$ cat src/rtl/bist_transmitter_if.sv
// Channel-side bundle of the BIST pattern source: run control, mission-mode
// data in, channel data out, and the receiver reset/status strobes.
interface bist_transmitter_if #(
  parameter int TEST_CHANNELS = 70
);
  logic                     start;
  logic [TEST_CHANNELS-1:0] functional_channels;
  logic [TEST_CHANNELS-1:0] output_channels;
  logic                     rx_reset;
  logic                     busy;
  logic                     done;

  // The transmitter itself.
  modport master (
    input  start,
    input  functional_channels,
    output output_channels,
    output rx_reset,
    output busy,
    output done
  );

  // Whatever controls the run and consumes the channel data.
  modport slave (
    output start,
    output functional_channels,
    input  output_channels,
    input  rx_reset,
    input  busy,
    input  done
  );
endinterface

$ cat src/rtl/bist_transmitter.sv
// BIST pattern source: replays the receiver's expected-word recurrence onto
// the channel bus and sequences the receiver's reset so that comparison
// starts exactly when the first pattern word arrives through the pipe.
// Outside a run the functional channels pass straight through.
module bist_transmitter #(
  parameter int          TEST_CHANNELS = 70,
  parameter logic [31:0] SEED          = 32'hdeadbeef,
  parameter int          TEST_CASES    = 1000,
  parameter int          LATENCY       = 2
) (
  input  logic               clk,
  input  logic               reset,
  bist_transmitter_if.master bus
);

  // A zero-latency pipe still needs a 1-bit counter to keep widths legal.
  localparam int               LAT_W     = (LATENCY > 0) ? $clog2(LATENCY + 1) : 1;
  localparam logic [LAT_W-1:0] LAT_MAX   = LAT_W'(LATENCY);
  localparam logic [31:0]      LAST_CNT  = 32'(TEST_CASES - 1);
  // Galois (right-shift) form, same taps as the receiver's lfsr32.
  localparam logic [31:0]      LFSR_TAPS = 32'h80200003;

  typedef enum logic [1:0] {
    S_IDLE = 2'd0,
    S_ARM  = 2'd1,
    S_SEND = 2'd2,
    S_DONE = 2'd3
  } state_t;

  state_t                   state_q;
  logic [TEST_CHANNELS-1:0] pattern_q;
  logic [TEST_CHANNELS-1:0] pattern_d;
  logic [31:0]              tx_cnt_q;
  logic [31:0]              lfsr_q;
  logic [31:0]              lfsr_d;
  logic [LAT_W-1:0]         lat_cnt_q;
  logic [LAT_W-1:0]         lat_cnt_d;
  logic                     rx_reset_q;
  logic                     busy_q;
  logic                     done_q;

  assign lfsr_d    = lfsr_q[0] ? ((lfsr_q >> 1) ^ LFSR_TAPS) : (lfsr_q >> 1);
  assign lat_cnt_d = (lat_cnt_q < LAT_MAX) ? lat_cnt_q + 1'b1 : lat_cnt_q;

  // Next pattern word: shift the previous word up by 32 and append rng_out,
  // keeping only the low TEST_CHANNELS bits.
  if (TEST_CHANNELS > 32) begin : g_pat_wide
    assign pattern_d = {pattern_q[TEST_CHANNELS-33:0], lfsr_q};
  end else if (TEST_CHANNELS == 32) begin : g_pat_word
    assign pattern_d = lfsr_q;
  end else begin : g_pat_narrow
    assign pattern_d = lfsr_q[TEST_CHANNELS-1:0];
  end

  // Pattern generator: parked at SEED outside SEND so SEND cycle 0 emits SEED.
  always_ff @(posedge clk or negedge reset) begin
    if (!reset) begin
      lfsr_q <= SEED;
    end else if (state_q != S_SEND) begin
      lfsr_q <= SEED;
    end else begin
      lfsr_q <= lfsr_d;
    end
  end

  // Run sequencer with registered rx_reset/busy/done.
  always_ff @(posedge clk or negedge reset) begin
    if (!reset) begin
      state_q    <= S_IDLE;
      pattern_q  <= '0;
      tx_cnt_q   <= '0;
      lat_cnt_q  <= '0;
      rx_reset_q <= 1'b1;
      busy_q     <= 1'b0;
      done_q     <= 1'b0;
    end else begin
      case (state_q)
        S_IDLE, S_DONE: begin
          if (bus.start) begin
            state_q    <= S_ARM;
            busy_q     <= 1'b1;
            done_q     <= 1'b0;
            rx_reset_q <= 1'b1;
          end
        end
        S_ARM: begin
          pattern_q  <= '0;
          tx_cnt_q   <= '0;
          lat_cnt_q  <= '0;
          state_q    <= S_SEND;
          // SEND cycle 0 already releases the receiver when there is no pipe.
          rx_reset_q <= (LAT_MAX != '0);
        end
        S_SEND: begin
          pattern_q <= pattern_d;
          if (tx_cnt_q == LAST_CNT) begin
            state_q    <= S_DONE;
            busy_q     <= 1'b0;
            done_q     <= 1'b1;
            rx_reset_q <= 1'b0;
          end else begin
            tx_cnt_q   <= tx_cnt_q + 32'd1;
            lat_cnt_q  <= lat_cnt_d;
            rx_reset_q <= (lat_cnt_d < LAT_MAX);
          end
        end
        default: state_q <= S_IDLE;
      endcase
    end
  end

  assign bus.output_channels = (state_q == S_SEND) ? pattern_q : bus.functional_channels;
  assign bus.rx_reset        = rx_reset_q;
  assign bus.busy            = busy_q;
  assign bus.done            = done_q;

endmodule

$ cat src/flat_wrapper.sv
// flat-port wrapper written by rule: the top's interface ports become plain ports
module bist_transmitter_flat 
#(
  parameter int          TEST_CHANNELS = 70,
  parameter logic [31:0] SEED          = 32'hdeadbeef,
  parameter int          TEST_CASES    = 1000,
  parameter int          LATENCY       = 2
)
  (clk, reset, bus_start, bus_functional_channels, bus_output_channels, bus_rx_reset, bus_busy, bus_done);
  bist_transmitter_if #(.TEST_CHANNELS(TEST_CHANNELS)) bus_i ();
  input  logic clk;
  input  logic reset;
  input wire logic [$bits(bus_i.start)-1:0] bus_start;
  input wire logic [$bits(bus_i.functional_channels)-1:0] bus_functional_channels;
  output wire logic [$bits(bus_i.output_channels)-1:0] bus_output_channels;
  output wire logic [$bits(bus_i.rx_reset)-1:0] bus_rx_reset;
  output wire logic [$bits(bus_i.busy)-1:0] bus_busy;
  output wire logic [$bits(bus_i.done)-1:0] bus_done;
  assign bus_i.start = bus_start;
  assign bus_i.functional_channels = bus_functional_channels;
  assign bus_output_channels = bus_i.output_channels;
  assign bus_rx_reset = bus_i.rx_reset;
  assign bus_busy = bus_i.busy;
  assign bus_done = bus_i.done;
  bist_transmitter #(.TEST_CHANNELS(TEST_CHANNELS), .SEED(SEED), .TEST_CASES(TEST_CASES), .LATENCY(LATENCY)) u_core (.clk(clk), .reset(reset), .bus(bus_i));
endmodule
$ cat config.mk
export PLATFORM = sky130hd
export DESIGN_NAME = bist_transmitter_flat
export DESIGN_NICKNAME = d
export VERILOG_FILES = /design/src/rtl/bist_transmitter_if.sv /design/src/rtl/bist_transmitter.sv /design/src/flat_wrapper.sv
export SDC_FILE = /design/constraint.sdc
export NUM_CORES = 1
export LEC_CHECK = 0
export ABC_AREA = 1
export CAP_MARGIN = 30
export CELL_PAD_IN_SITES_DETAIL_PLACEMENT = 0
export CELL_PAD_IN_SITES_GLOBAL_PLACEMENT = 2
export CORE_ASPECT_RATIO = 1.5
export CORE_MARGIN = 4
export CORE_UTILIZATION = 29
export DETAILED_ROUTE_END_ITERATION = 10
export PLACE_DENSITY_LB_ADDON = 0.2
export SLEW_MARGIN = 30
export SYNTH_ARGS = -nofsm -noshare
export SYNTH_HDL_FRONTEND = slang
export SYNTH_SLANG_ARGS = --single-unit
$ cat constraint.sdc
create_clock -name clk -period 1.95 [get_ports clk]
set_input_delay 0.2925 -clock clk [delete_from_list [all_inputs] [get_ports clk]]
set_output_delay 0.2925 -clock clk [all_outputs]
set_load 0.01 [all_outputs]
Word level (Yosys, flattened, before mapping). Cells that the tools add are included.

Register bits after elaboration: 141. Input bits: 73. Output and inout port bits: 73. Logic and storage cells: 48.

Add/sub/neg operators: 2. Magnitude comparators: 2. Equality and inequality tests: 8. Muxes and demuxes: 20. Bitwise gates (word level): 1. Reductions and logical operators: 7.

Operators with widths (number): $pmux 70 s2 (1); $mux 32 (3); $mux 70 (1); $pmux 32 s2 (1); $add 32x1->32 const B (1); $eq 32x10->1 const B (1); $mux 2 (4); $ne 2x2->1 const B (3); $pmux 2 s3 (1); $mux 1 (5); $eq 2x2->1 const B (2); $lt 2x2->1 const B (2); $not 3->4 (1); $pmux 1 s2 (2); $pmux 2 s2 (1); $reduce_and 2->1 (2); $reduce_bool 2->1 (2); $pmux 1 s3 (1); $reduce_and 3->1 (1); $add 2x1->2 const B (1); $eq 2x1->1 const B (1); $logic_not 2->1 (1); $ne 2x1->1 const B (1); $reduce_or 2->1 (1).

Longest topological paths before layout.
Depth in word-level cells: 5. Depth in mapped cells: 11. Gate-level depth less buffers: 10.

Least setup slack after synthesis. Ideal clock, no wire load.

Kind: flip-flop to output port. Start point: register u_core.state_q[0]. End point: output bus_output_channels[27]. Arrival time: 1568 ps. Data required time: 1657 ps. Path slack: 89 ps. Stages on the path, launching flop included: 10. Path buffers: 4. Cell sequence: dfrtp_1 inv_1 ha_1 clkbuf_1 inv_2 buf_2 buf_2 clkbuf_1 nand2_1 o21ai_0.

Cells in the longest elaborated chain, start to end: 2.

Ends and longest elaborated chain: start, declared (line bist_transmitter.sv:30) `state_t state_q;`; start signal, assigned (line bist_transmitter.sv:69) `state_q <= S_IDLE;`; start signal, assigned (line bist_transmitter.sv:80) `state_q <= S_ARM;`; start signal, assigned (line bist_transmitter.sv:90) `state_q <= S_SEND;`; $eq 2x2->1 (line bist_transmitter.sv:112) `assign bus.output_channels = (state_q == S_SEND) ? pattern_q : bus.functional_channels;`; $mux 70 (line bist_transmitter.sv:112); end, declared (line flat_wrapper.sv:15) `output wire logic [$bits(bus_i.output_channels)-1:0] bus_output_channels;`.

Every way passes these cells.

Worst setup path in the final report.
Start point: register u_core.state_q[0]. End point: output bus_output_channels[36].

The elaborated chain is that of the path after synthesis.

==> qor.csv <==
stage;metric;value;unit
layout;area_growth;41.4;%
die;core-area;0.0244;mm²
worst_setup_path;setup.worst_path.start;u_core.state_q[0];
worst_setup_path;worstReg2RegStart;u_core.state_q[0];
logic_synthesis;synth_adder_area_share;0.00520;
timing;finalSetupViolCount;46;
layout;finish.utilization;0.418;
power_and_ir_drop;power-per-cell-area;1350;mW/mm²
die;placementRows;70;
die;dieWidth;137;µm
global_routing;grt_pass1_vias;6527;
timing;finalCritPeriodShare;1.04;
routing;drcViolationCount;0;
timing;slew_headroom;0.676;
logic_synthesis;yosysWarnings;0;
global_routing;grt_start_max_net_pins;109;
clock_tree;cts_max_level;4;
global_routing;antenna_found_initial;0;
worst_setup_path;cp.required;1660;ps
clock_tree;numCtsBuffers;17;
clock_tree;clk_latency;420;ps
logic_synthesis;synth_compound_area_frac;0.125;
clock_tree;cts_tree;yes;
routing;antenna_left;0;
routing;dr.pass1.iters;4;
global_routing;grt_overflow;0;
worst_setup_path;endpoint_kind;primary output;
logic_synthesis;synth-simple-area-share;0.271;
timing;skew;8.87;ps
clock_tree;clock-sinks;141;
worst_setup_path;cp.arrival;1740;ps
worst_setup_path;reg2reg_slack;160;ps
logic_synthesis;postSynthCellCount;952;
clock_tree;cts.path.max_buffers;2;
routing;avgViaCountPerCell;4.47;
routing;wl_per_cell;15.2;µm
run_status;violations;setup timing;
timing;final_max_slew_viol_count;0;
die;die_y;201;µm
run_status;status;complete, but fails checks;
layout;final_common_cell;nand2_1;
layout;final_cell_mix;253 x nand2_1, 116 x dfrtp_1, 108 x inv_1;
worst_setup_path;critPathLaunchType;register;
timing;period_needed;2040;ps
die;start_util;0.295;
global_routing;grt_usage;0.166;
routing;vias;6594;
logic_synthesis;yosysSeqAreaShare;0.493;
layout;multiInputGateArea;0.00317;mm²
layout;nets;1215;
die;die_area;0.0275;mm²
timing;tightestPinTransition;486;ps
timing;hold_slack;385;ps
job;max_cap_violations;0;
layout;antenna_cells;0;
placement;gp_congestion;0.820;
routing;dr.first_iter.drc_count;273;
timing;hold_viol;0;
logic_synthesis;syn_area;0.00722;mm²
power_and_ir_drop;p_leak;4.69;nW
power_and_ir_drop;peakVddDrop;1.17;mV
routing;wl;22400;µm
logic_synthesis;synth_top_family_by_area;simple AND/OR/NAND/NOR gates;
placement;dp_hpwl;15800;µm
layout;drive_gt1_frac;0.258;
clock_tree;path_clk_slew;60;ps
worst_setup_path;crit_type;reg2out;
die;io_pins;146;
global_routing;grt_pass1_wl;35700;µm
logic_synthesis;synth_xor_area_frac;0.0121;
logic_synthesis;synthMuxAreaShare;0;
placement;port_buffers;145;
logic_synthesis;synth_cell_types;26;
timing;max_freq;491;MHz
logic_synthesis;syn-num-nets;1028;
layout;fill_cells;2512;
layout;register_area;0.00356;mm²
timing;worst_slack;-87.1;ps
logic_synthesis;ys_seq_elements;141;
hold_path;min_path_type;in2async;
timing;rsz0062_at_grt;yes;
logic_synthesis;avgSynthCellArea;7.58;µm²
worst_setup_path;critPathMaxFanout;6;
clock_tree;root_buffer;clkbuf_16;
## per-layer routing
layer / wire length (µm) / share of wire / vias to the layer above / global-route usage
met3: 952 / 0.042 / 28 / 0.0318
met1: 9090 / 0.41 / 3051 / 0.197
li1: - / - / 3393 / -
met5: 0 / 0 / - / 0
met4: 520 / 0.023 / 0 / 0.0585
met2: 11900 / 0.53 / 122 / 0.295
## path summary, 6_finish.rpt
path,endpoint,depth (start not counted)
worst min register to register,u_core.lfsr_q[16],1
min in group clk,u_core.lfsr_q[16],1
worst max register to register,u_core.tx_cnt_q[18],11
worst min-delay path,u_core.tx_cnt_q[5],2
worst max-delay path,bus_output_channels[36],9
max in group asynchronous,u_core.lfsr_q[10],3
## sequential cells by signal (all words and copies together) (netlist names)
| name | count |
|---|---|
| u_core.bus.done | 1 |
| u_core.lfsr_q | 32 |
| u_core.lat_cnt_q | 2 |
| u_core.state_q | 2 |
| u_core.tx_cnt_q | 32 |
| u_core.bus.rx_reset | 1 |
| u_core.pattern_q | 70 |
| u_core.bus.busy | 1 |
## area by class of cell
cell class	count	area share
repair buffers	219	0.201
flip-flops and latches	141	0.349
inverters	112	0.0419
well taps	324	0.0397
clock inverters	10	0.0110
multi-input cells	648	0.311
clock buffers	22	0.0474
## synthesized netlist by cell type (all sizes together)
| cell type | number | area (µm²) |
|---|---|---|
| a21oi | 3 | 15.0 |
| buf | 21 | 145 |
| clkbuf | 30 | 113 |
| dfrtp | 116 | 2900 |
| dfstp | 25 | 657 |
| ha | 3 | 37.5 |
| inv | 112 | 420 |
| nand2 | 284 | 1070 |
| nand3 | 97 | 485 |
| nand4 | 1 | 6.26 |
| nor2 | 62 | 240 |
| nor3 | 1 | 5.00 |
| o21ai | 164 | 885 |
| or2 | 23 | 144 |
| xnor2 | 2 | 17.5 |
| xor2 | 8 | 70.1 |
## power breakdown
group          leakage (nW)  switching (W)  internal [W]
Clock                 0.292        0.00124       0.00201
Combinational          2.55        0.00384       0.00274
Sequential             1.85       0.000318       0.00364
## logic make-up (layout without fill, tap and decap cells)
group / Yosys count / in the layout
DFF: 141 / 141
AOI/OAI and AO/OA: 167 / 167
xor gates and xnor gates: 10 / 10
buffers and inverters: 163 / 363
and+or+nand+nor: 468 / 468
adders and majority gates: 3 / 3
## timing repair
action,in CTS,in global routing
hold buffers,1,0
gates cloned,7,5
setup buffers,14,1
setup endpoints to repair,70,103
resized for setup,386,43
pin swaps,7,4
hold endpoints to repair,35,0
## worst max-delay path, cell delays in order, from the launching register on
cell	delay, ps
dfrtp_1	390
inv_2	70
ha_4	160
inv_8	50
buf_12	130
buf_8	120
clkbuf_16	160
nand2_1	50
o21ai_1	50
buf_2	140
## metrics by stage
| step | setup WS, ps | total power [W] | area (µm²) | setup TNS, ps | std cells |
|---|---|---|---|---|---|
| 2_1_floorplan | 89.1 | 0.00727 | 7220 | 0 | 952 |
| 3_3_place_gp | 10.5 | 0.00990 | 9370 | 0 | 1421 |
| 3_5_place_dp | 17.6 | 0.00991 | 9370 | 0 | 1421 |
| 4_1_cts | -113 | 0.0139 | 10100 | -5310 | 1475 |
| 5_1_grt | -165 | 0.0148 | 10200 | -6960 | 1476 |
| 6_report | -87.1 | 0.0138 | 10200 | -1880 | 1476 |
Power figures use the tool's default switching activity.
